File: config.mk
export PLATFORM = sky130hd
export DESIGN_NAME = uart_tx_arbiter
export DESIGN_NICKNAME = d
export VERILOG_FILES = /design/src/rtl/uart_pkg.sv /design/src/rtl/rr_picker.sv /design/src/rtl/uart_tx_arbiter.sv
export SDC_FILE = /design/constraint.sdc
export NUM_CORES = 1
export LEC_CHECK = 0
export BUFFER_PORTS_ARGS = -buffer_cell sky130_fd_sc_hd__clkbuf_2
export CELL_PAD_IN_SITES_DETAIL_PLACEMENT = 0
export CELL_PAD_IN_SITES_GLOBAL_PLACEMENT = 2
export CORE_ASPECT_RATIO = 0.7
export CORE_MARGIN = 2
export CORE_UTILIZATION = 27
export CTS_BUF_LIST = sky130_fd_sc_hd__clkbuf_16
export DETAILED_ROUTE_END_ITERATION = 10
export GPL_ROUTABILITY_DRIVEN = 0
export PLACE_DENSITY_LB_ADDON = 0.05
export SLEW_MARGIN = 40
export SYNTH_ARGS = -nofsm -noshare
export SYNTH_HDL_FRONTEND = slang
export SYNTH_SLANG_ARGS = --single-unit
File: constraint.sdc
create_clock -name clk -period 2.45 [get_ports clk]
set_input_delay 0.3675 -clock clk [delete_from_list [all_inputs] [get_ports clk]]
set_output_delay 0.3675 -clock clk [all_outputs]
set_load 0.02 [all_outputs]
File: src/rtl/uart_pkg.sv
// uart_pkg: shared state type and constants for the UART transmit arbiter.
// Used by uart_tx_arbiter (optional feature macro: UART_ARB_LOCK_EN).
package uart_pkg;
  typedef enum logic [1:0] {
    IDLE,
    ISSUE,
    WAIT_BUSY,
    WAIT_DONE
  } uart_arb_state_t;

  localparam int ARB_START_TIMEOUT = 4;
  localparam int ARB_TO_W = $clog2(ARB_START_TIMEOUT) + 1;
endpackage

File: src/rtl/rr_picker.sv
// rr_picker: combinational round-robin winner search.
// Scans upward from last+1 with wrap-around; valid when any request is set.
module rr_picker #(
  parameter int NUM_REQ = 4,
  parameter int IDW = $clog2(NUM_REQ)
) (
  input  logic [NUM_REQ-1:0] req,
  input  logic [IDW-1:0]     last,
  output logic               valid,
  output logic [IDW-1:0]     idx
);
  logic [IDW-1:0] cand;

  // Farthest candidate first so the nearest one overwrites it.
  always_comb begin
    cand = '0;
    idx  = '0;
    for (int k = NUM_REQ; k >= 1; k--) begin
      cand = IDW'((int'(last) + k) % NUM_REQ);
      if (req[cand]) idx = cand;
    end
  end

  assign valid = |req;
endmodule

File: src/rtl/uart_tx_arbiter.sv
// uart_tx_arbiter: round-robin arbiter handing bytes to one UART transmitter.
// Define UART_ARB_LOCK_EN to add the lock input for multi-byte packets.
module uart_tx_arbiter
  import uart_pkg::*;
#(
  parameter int NUM_REQ = 4,
  parameter int IDW = $clog2(NUM_REQ)
) (
  input  logic                 clk,
  input  logic                 reset_n,
  input  logic [NUM_REQ-1:0]   req,
  input  logic [8*NUM_REQ-1:0] req_data,
  output logic [NUM_REQ-1:0]   ack,
  output logic [IDW-1:0]       grant_id,
  output logic                 busy,
  output logic                 tx_start,
  output logic [7:0]           tx_data,
  input  logic                 tx_ready
`ifdef UART_ARB_LOCK_EN
  ,
  input  logic [NUM_REQ-1:0]   lock
`endif
);
  localparam logic [IDW-1:0] LastRst = IDW'(NUM_REQ - 1);
  localparam logic [ARB_TO_W-1:0] ToLast =
    ARB_TO_W'(ARB_START_TIMEOUT - 1);

  uart_arb_state_t     state_q, state_d;
  logic [7:0]          data_q, data_d;
  logic [IDW-1:0]      grant_q, grant_d;
  logic [IDW-1:0]      last_q, last_d;
  logic [ARB_TO_W-1:0] cnt_q, cnt_d;
  logic [IDW-1:0]      pick_idx, win_idx;
  logic [IDW+2:0]      base;
  logic                pick_vld, win_vld, hold, fire;

  rr_picker #(
    .NUM_REQ (NUM_REQ),
    .IDW     (IDW)
  ) u_pick (
    .req   (req),
    .last  (last_q),
    .valid (pick_vld),
    .idx   (pick_idx)
  );

`ifdef UART_ARB_LOCK_EN
  assign hold = lock[grant_q] & req[grant_q];
`else
  assign hold = 1'b0;
`endif

  assign win_idx = hold ? grant_q : pick_idx;
  assign win_vld = hold | pick_vld;
  assign base    = {win_idx, 3'b000};

  // cnt_q counts cycles since the last tx_start while waiting for busy.
  always_comb begin
    state_d = state_q;
    data_d  = data_q;
    grant_d = grant_q;
    last_d  = last_q;
    cnt_d   = cnt_q;
    fire    = 1'b0;
    unique case (state_q)
      IDLE: begin
        if (tx_ready && win_vld) begin
          fire    = 1'b1;
          data_d  = req_data[base +: 8];
          grant_d = win_idx;
          last_d  = win_idx;
          state_d = ISSUE;
        end
      end
      ISSUE: begin
        cnt_d   = ARB_TO_W'(1);
        state_d = WAIT_BUSY;
      end
      WAIT_BUSY: begin
        if (!tx_ready) begin
          cnt_d   = '0;
          state_d = WAIT_DONE;
        end else if (cnt_q == ToLast) begin
          cnt_d   = '0;
          state_d = ISSUE;
        end else begin
          cnt_d = cnt_q + ARB_TO_W'(1);
        end
      end
      WAIT_DONE: begin
        if (tx_ready) state_d = IDLE;
      end
      default: state_d = IDLE;
    endcase
  end

  always_ff @(posedge clk or negedge reset_n) begin
    if (!reset_n) begin
      state_q <= IDLE;
      data_q  <= '0;
      grant_q <= '0;
      last_q  <= LastRst;
      cnt_q   <= '0;
    end else begin
      state_q <= state_d;
      data_q  <= data_d;
      grant_q <= grant_d;
      last_q  <= last_d;
      cnt_q   <= cnt_d;
    end
  end

  // ack is decided in IDLE, so it is masked while reset is held.
  assign ack      = (fire && reset_n) ?
                    (NUM_REQ'(1) << win_idx) : '0;
  assign grant_id = grant_q;
  assign busy     = (state_q != IDLE);
  assign tx_start = (state_q == ISSUE);
  assign tx_data  = data_q;
endmodule
======== After elaboration in Yosys (flattened, before gate mapping) ========
Cells that the tools add are included.
word-level totals
  register bits after elaboration ......... 17
  logic and storage cells ................. 54
  bits of input ports ..................... 39
operators by class
  reductions and logical operators ........ 8
  equal/unequal tests ..................... 7
  $lt $le $gt $ge ......................... 4
  shift-type cells ........................ 2
  add/sub/neg operators ................... 5
  multiplexer cells ....................... 23
operator list
  operator               number
  $shiftx A32 B6 Y8      1
  $mux W2                8
  $lt A2 B3 Y1 const B   4
  $bmux W1 S2            4
  $pmux W2 S4            1
  $mux W1                6
  $mux W3                2
  $pmux W3 S2            1
  $add A2 B1 Y2 const B  2
  $add A2 B2 Y2 const B  2
  $eq A2 B2 Y1 const B   2
  $mux W4                1
  $ne A2 B2 Y1 const B   2
  $reduce_bool A2 Y1     2
  $reduce_or A4 Y1       1
  $shl A1 B2 Y4 const A  1
  $add A3 B1 Y3 const B  1
  $eq A3 B2 Y1 const B   1
  $ne A3 B3 Y1 const B   1
  $reduce_and A3 Y1      1
  $eq A2 B1 Y1 const B   1
  $logic_and A1 B1 Y1    2
  $logic_not A2 Y1       1
  $reduce_and A2 Y1      1

======== Longest topological paths before layout ========
Gate-level depths: netlist of run 1.
  word-level depth ........................ 9
  mapped depth ............................ 7
  gate-level depth less buffers ........... 7

======== Hierarchy ========
From an unflattened synthesis of run 1, not the netlist that was laid out.
second synthesis, totals
  cell total of the unflattened synthesis .. 117
  area, all modules ....................... 1112.3 µm²
modules (own cells, without submodules)
  module           cells an instance  instances  area an instance (µm²)  seq. area each (µm²)
  uart_tx_arbiter  103                1          1021.0                  427.9
  rr_picker        14                 1          91.3                    0.0

======== Least setup slack after synthesis of run 1 ========
No wires, ideal clock.
  path type ............................... register -> output
  start ................................... reg last_q[1]
  end ..................................... out ack[0]
  buffers on the path ..................... 1
  cell stages (with the launch flop) ...... 6
  arrival time ............................ 1.685 ns
  setup slack ............................. 0.398 ns
  path through ............................ dfstp_2 > mux2i_1 > o32ai_4 > a21o_4 > buf_6 > nor2_1
between the ends
  longest elaborated chain between the ends .. 9
ends and longest elaborated chain
  item                           RTL line                RTL
  start: declaration             uart_tx_arbiter.sv:31   logic [IDW-1:0] last_q, last_d;
  start signal: assignment       uart_tx_arbiter.sv:102  last_q <= LastRst;
  start signal: assignment       uart_tx_arbiter.sv:108  last_q <= last_d;
  $add A2 B1 Y2                  rr_picker.sv:19         cand = IDW'((int'(last) + k) % NUM_REQ);
  $bmux W1 S2                    rr_picker.sv:20         if (req[cand]) idx = cand;
  $mux W1 (not written as such)  rr_picker.sv:20
  $mux W2 (3 in series)          rr_picker.sv:20
  $mux W2 *                      rr_picker.sv:20
  $shl A1 B2 Y4 *                uart_tx_arbiter.sv:115  (NUM_REQ'(1) << win_idx) : '0;
  $mux W4 *                      uart_tx_arbiter.sv:114  assign ack = (fire && reset_n) ?
  end: declaration               uart_tx_arbiter.sv:13   output logic [NUM_REQ-1:0] ack,
Every way passes the cells marked *; elsewhere a longest branch is shown, timed or not. The select of a mux whose other input is x is not followed.

======== Final worst setup path of run 1 ========
  start ................................... reg last_q[1]
  end ..................................... out ack[1]
The elaborated chain is that of the path after synthesis.

==> results of run 1 <==
[layout make-up]
| class | instances | area, sq um |
|---|---|---|
| Sequential cell | 17 | 428 |
| Fill cell | 464 | 2710 |
| Inverter | 16 | 60.1 |
| Multi-Input combinational cell | 92 | 751 |
| Timing Repair Buffer | 59 | 310 |
| Clock buffer | 3 | 75.1 |
| Tap cell | 55 | 68.8 |
| Clock inverter | 1 | 5.00 |
[report_power, final]
| part | switching (mW) | internal (mW) | leakage, nW |
|---|---|---|---|
| registers | 0.113 | 0.425 | 0.195 |
| clock network | 0.115 | 0.219 | 0.0409 |
| logic | 0.585 | 0.398 | 0.570 |
| total | 0.814 | 1.04 | 0.806 |
[synthesized netlist by cell type, types with 2 or more instances]
cell type / n / area, sq um
inv_1: 14 / 52.6
a211oi_2: 5 / 62.6
nand3_1: 2 / 10.0
and2_1: 2 / 12.5
nand2_1: 6 / 22.5
mux2_2: 2 / 22.5
ha_1: 6 / 75.1
nand3b_1: 2 / 15.0
o21a_1: 2 / 15.0
dfrtp_1: 15 / 375
nor2b_1: 3 / 18.8
mux2i_1: 9 / 90.1
dfstp_2: 2 / 52.6
a21oi_1: 2 / 10.0
o21ai_0: 6 / 30.0
a31oi_1: 2 / 12.5
a211oi_1: 19 / 143
nor2_1: 13 / 48.8
[critical path, delay by kind of cell (launching register included)]
kind            cells  cell delay (ns)
compound gates      2             0.48
buf+inv             1             0.15
flops               1             0.62
mux                 1             0.28
simple gates        1             0.17
[logic make-up (layout without fill, tap and decap cells)]
kind of cell / Yosys count / count (layout) / synth area share, %
and+or+nand+nor: 34 / 34 / 15.8
adders and majority gates: 6 / 6 / 5.98
buffers and inverters: 19 / 79 / 7.67
DFF: 17 / 17 / 34.1
AOI/OAI and AO/OA: 41 / 41 / 27.5
muxes: 11 / 11 / 8.96
[flip-flops by register name, summed over array words and instances, names as in the netlist]
| signal | count |
|---|---|
| last_q | 2 |
| state_q | 2 |
| grant_id | 2 |
| tx_data | 8 |
| cnt_q | 3 |
[metal layers]
layer | wire (um) | share of wire (%) | vias up
li1 | - | - | 585
met1 | 1920 | 55 | 503
met2 | 1330 | 38 | 36
met3 | 222 | 6.3 | 5
met4 | 40 | 1.1 | 0
met5 | 0 | 0 | -
[timing repair]
action,4_1_cts,5_1_grt
hold buffers,1,0
buffers inserted,0,0
endpoints found under the hold margin,5,0
resized for setup,0,4
endpoints found under the setup margin,0,4
[worst paths after layout]
kind                                    to  depth (start not counted)
worst max-delay path                ack[1]                          5
worst min-delay path            tx_data[7]                          3
worst max register to register  tx_data[6]                          7
worst min register to register    cnt_q[2]                          1
max in group asynchronous        last_q[0]                          3
min in group asynchronous       tx_data[3]                          2
[metrics by stage]
stage                     worst slack (ns)  std cells  util [%]
after floorplan                      0.398        128         -
after global placement               0.362        238      36.1
after detailed placement             0.356        238      36.1
after CTS                           0.0944        243      38.1
after global routing               0.00631        243      38.6
final                                0.123        243      38.6
==> impl_metrics.ini, run 1 <==
[status]
status = finished clean

[logic_synthesis]
syn_inst = 128
synth_seq_cells = 17
syn_area_sq_um = 1260
synth_edf_count = 0
yosys_warnings = 0
syn_nets = 173
synth-seq-area-share_pct = 34.1
avgSynthCellArea_sq_um = 9.81
async_reset_ff_share_pct = 100
ys_types = 34
dominantRegCellSynth = dfrtp_1

[worst_setup_path]
crit_type = flip-flop to output pin
max_stage_delay_ns = 0.62
cp_cell_sequence = mux2i_2 > o32ai_4 > a21o_4 > nor2b_1 > clkbuf_2
worstPathMaxFanout = 22
crit_path_start = last_q[1]
crit_required_ns = 2.08
setup.worst_path.start_class = flip-flop
endpoint_kind = output pin
reg2reg_slack_ns = 0.46
arrival_ns = 1.96
crit_slowest_cell = dfstp_2
r2r-start = state_q[0]

[placement]
dpl_cell_area_sq_um = 1590
hpwlAfterDp_mm = 2.81
port_buffers = 54

[timing]
worstMarginPinSlew_ns = 0.470
hold_slack_ns = 0.430
final_hold_viol_count = 0
setup_violations = 0
slew_headroom_pct = 68.3
fin_crit_sh_pct = 95.0
rsz0062_at_grt = false
maxSlewViolCount = 0
fin_crit_ns = 2.33
clock_skew_ns = 0.00202
setup_tns_ns = 0
fmax_mhz = 430

[power_and_ir_drop]
vdd_drop_max_v = 0.000519
p_per_area_nw_per_um2 = 1090
p_leak_nw = 0.806
power_mw = 1.86

[final_layout]
final_common_cell = clkbuf_2
antenna_cells_inserted = 0
fin_area_sq_um = 1700
area_delta_synth_final_pct = 35.2
layout-drive-gt1-share_pct = 44.1
layout_common_cells = clkbuf_2, a211oi_1, dfrtp_1, inv_1, nor2_1
finalNetCount = 234

[global_routing]
grt_pass1_wl_mm = 5.51
gr-max-usage-layer = met1
grt_pass1_vias = 1066
grt_antenna_before_repair = 0
grt_usage_pct = 14.3
grt_max_degree = 23
met3_usage_pct = 4.16
met2_usage_pct = 18.8
grt_use_met1_pct = 22.4
overflow = 0

[clocking]
cts_tree = built
worstSkewPairLatency_ns = 0.25
clkSinkCount = 17
cts_htree_levels = 1
path_clk_slew_ns = 0.05
cts_buffer_depth = 2
cts_buffers = 3
cts_root_buffer = clkbuf_16

[detailed_routing]
drc_errors = 0
via_per_inst = 4.65
drt_wl_total_mm = 3.51
drt_iter0_drc = 23
firstDrtPassIters = 4
wl_per_cell_um = 14.5
vias = 1129
ant_nets = 0

[floorplanning]
rows = 20
num_io_pins = 55
die_h_um = 61.1
die_w_um = 85.5
design.die.area_sq_um = 5220
fp.coreArea_sq_um = 4400
initial_core_util_pct = 28.5

[run]
cap_violations = 0

[hold_path]
hp-class = primary input to flip-flop
min_from = req_data[7]
Note: power is estimated with default switching activity, not from simulation.
==> run 2, diff against run 1 <==
==> constraint.sdc (replaced) <==
create_clock -name clk -period 2.45 [get_ports clk]
set_input_delay 0.1225 -clock clk [delete_from_list [all_inputs] [get_ports clk]]
set_output_delay 0.1225 -clock clk [all_outputs]
set_load 0.02 [all_outputs]
==> run 2 against run 1 <==
Core utilization is 0.94 points lower. Critical path depth is 3 higher. Global-route usage is 1.2 points lower. Clock power is 3% lower. Sequential share of layout area is 0.63 points higher. Largest power group unchanged. Die area stayed put. Combinational power is 2.3% lower. Highest routed layer unchanged. Clock skew hardly changed.
==> impl_metrics.ini, run 2 (same netlist as run 1, synthesis figures left out) <==
[power_and_ir_drop]
power_frac_comb_pct = 52.9
netSwitchingFraction_pct = 43.5
p_per_area_nw_per_um2 = 1100
switchingPower_mw = 0.789
p_seq_share_pct = 29.3
vdd_drop_max_v = 0.000391
p_leak_nw = 0.791
internal-power_mw = 1.03
clkPwrFrac_pct = 17.8

[final_layout]
layout-drive-gt1-share_pct = 42.2
layout_common_cells = clkbuf_2, a211oi_1, dfrtp_1, inv_1, nor2_1
final_common_cell = clkbuf_2
antenna_cells_inserted = 0
finalNetCount = 231
largest_reg_flops = 8
area_delta_synth_final_pct = 31.9
fin_area_sq_um = 1660

[detailed_routing]
vias = 1112
ant_nets = 0
drt_wl_total_mm = 3.35
firstDrtPassIters = 4
drc_errors = 0
wl_per_cell_um = 14.0
via_per_inst = 4.63
drt_iter0_drc = 31

[timing]
slew_headroom_pct = 67.5
maxSlewViolCount = 0
worstMarginPinSlew_ns = 0.487
setup_violations = 0
fin_crit_sh_pct = 87.4
final_hold_viol_count = 0
setup_tns_ns = 0
fmax_mhz = 467
rsz0062_at_grt = false
clock_skew_ns = 0.00242
fin_crit_ns = 2.14

[placement]
hpwlAfterDp_mm = 2.66
port_buffers = 54
dpl_cell_area_sq_um = 1570

[global_routing]
overflow = 0
grt_usage_pct = 13.1
grt_pass1_vias = 977
grt_pass1_wl_mm = 5.11
grt_max_degree = 23
grt_antenna_before_repair = 0

[floorplanning]
design.die.area_sq_um = 5220
die_h_um = 61.1
die_w_um = 85.5
fp.coreArea_sq_um = 4400
initial_core_util_pct = 28.5
rows = 20
num_io_pins = 55

[worst_setup_path]
worstPathMaxFanout = 12
crit_path_start = state_q[0]
r2r-start = last_q[1]
arrival_ns = 2.02
crit_required_ns = 2.33
crit_type = flip-flop to output pin
endpoint_kind = output pin
setup.worst_path.start_class = flip-flop

[clocking]
cts_resized = 0
cts_htree_levels = 1
cts_buffers = 3
worstSkewPairLatency_ns = 0.25
cts_hold_buf = 1
path_clk_slew_ns = 0.05
cts_tree = built
clkSinkCount = 17
cts_root_buffer = clkbuf_16
postCtsSetupRepairBufs = 0
cts_buffer_depth = 2

[hold_path]
hp-class = primary input to flip-flop
min_from = tx_ready

[status]
status = finished clean

[run]
cap_violations = 0
[run 2: cell types whose count changed in the layout (fill, tap and decap cells not counted), sizes merged]
| cell | previous run | this run |
|---|---|---|
| buf | 4 | 1 |
[run 2: stage by stage]
stage / cells / setup slack, ns / hold WS [ns] / utilization, % / power [mW]
2_1_floorplan: 128 / 0.592 / -0.173 / - / 1.24
3_3_place_gp: 235 / 0.470 / 0.109 / 35.6 / 1.48
3_5_place_dp: 235 / 0.464 / 0.0981 / 35.6 / 1.50
4_1_cts: 240 / 0.288 / 0.205 / 37.6 / 1.84
5_1_grt: 240 / 0.111 / 0.197 / 37.6 / 1.98
6_report: 240 / 0.308 / 0.207 / 37.6 / 1.81
[run 2: path summary, 6_finish.rpt]
check	endpoint	slack (ns)	cells past startpoint
max	ack[3]	0.31	8
min	cnt_q[0]	0.21	3
max reg2reg	tx_data[3]	0.46	5
min reg2reg	cnt_q[2]	0.48	1
max in group asynchronous	last_q[0]	1.73	2
min in group asynchronous	cnt_q[0]	0.37	2
[run 2: worst max-delay path, cell delays in order (launching register included)]
cell and delay (ns):
dfrtp_1 0.41, inv_1 0.13, ha_1 0.22, nand2_1 0.14, nor2_1 0.18, buf_4 0.22
nand3_1 0.12, nor2b_1 0.16, clkbuf_2 0.19
[run 2: final cells by class]
cell class	instances	area [sq um]
Inverter	16	60.1
Clock buffer	3	75.1
Tap cell	55	68.8
Sequential cell	17	428
Clock inverter	1	5.00
Fill cell	456	2750
Multi-Input combinational cell	92	732
Timing Repair Buffer	56	288
[run 2: per-layer routing]
| metal | GRT usage [%] | vias up | wire (um) |
|---|---|---|---|
| met5 | 0 | - | 0 |
| met4 | 2.72 | 0 | 27 |
| met3 | 4.02 | 4 | 243 |
| met2 | 16.6 | 37 | 1230 |
| met1 | 21.0 | 493 | 1850 |
| li1 | - | 578 | - |
[run 2: power by group through the flow]
stage / logic, mW / registers, mW / clock network (mW)
floorplan: 0.630 / 0.614 / 0
global route: 1.07 / 0.555 / 0.355
detailed placement: 0.964 / 0.535 / 0
global placement: 0.949 / 0.533 / 0
finish: 0.960 / 0.532 / 0.323
CTS: 0.970 / 0.534 / 0.334
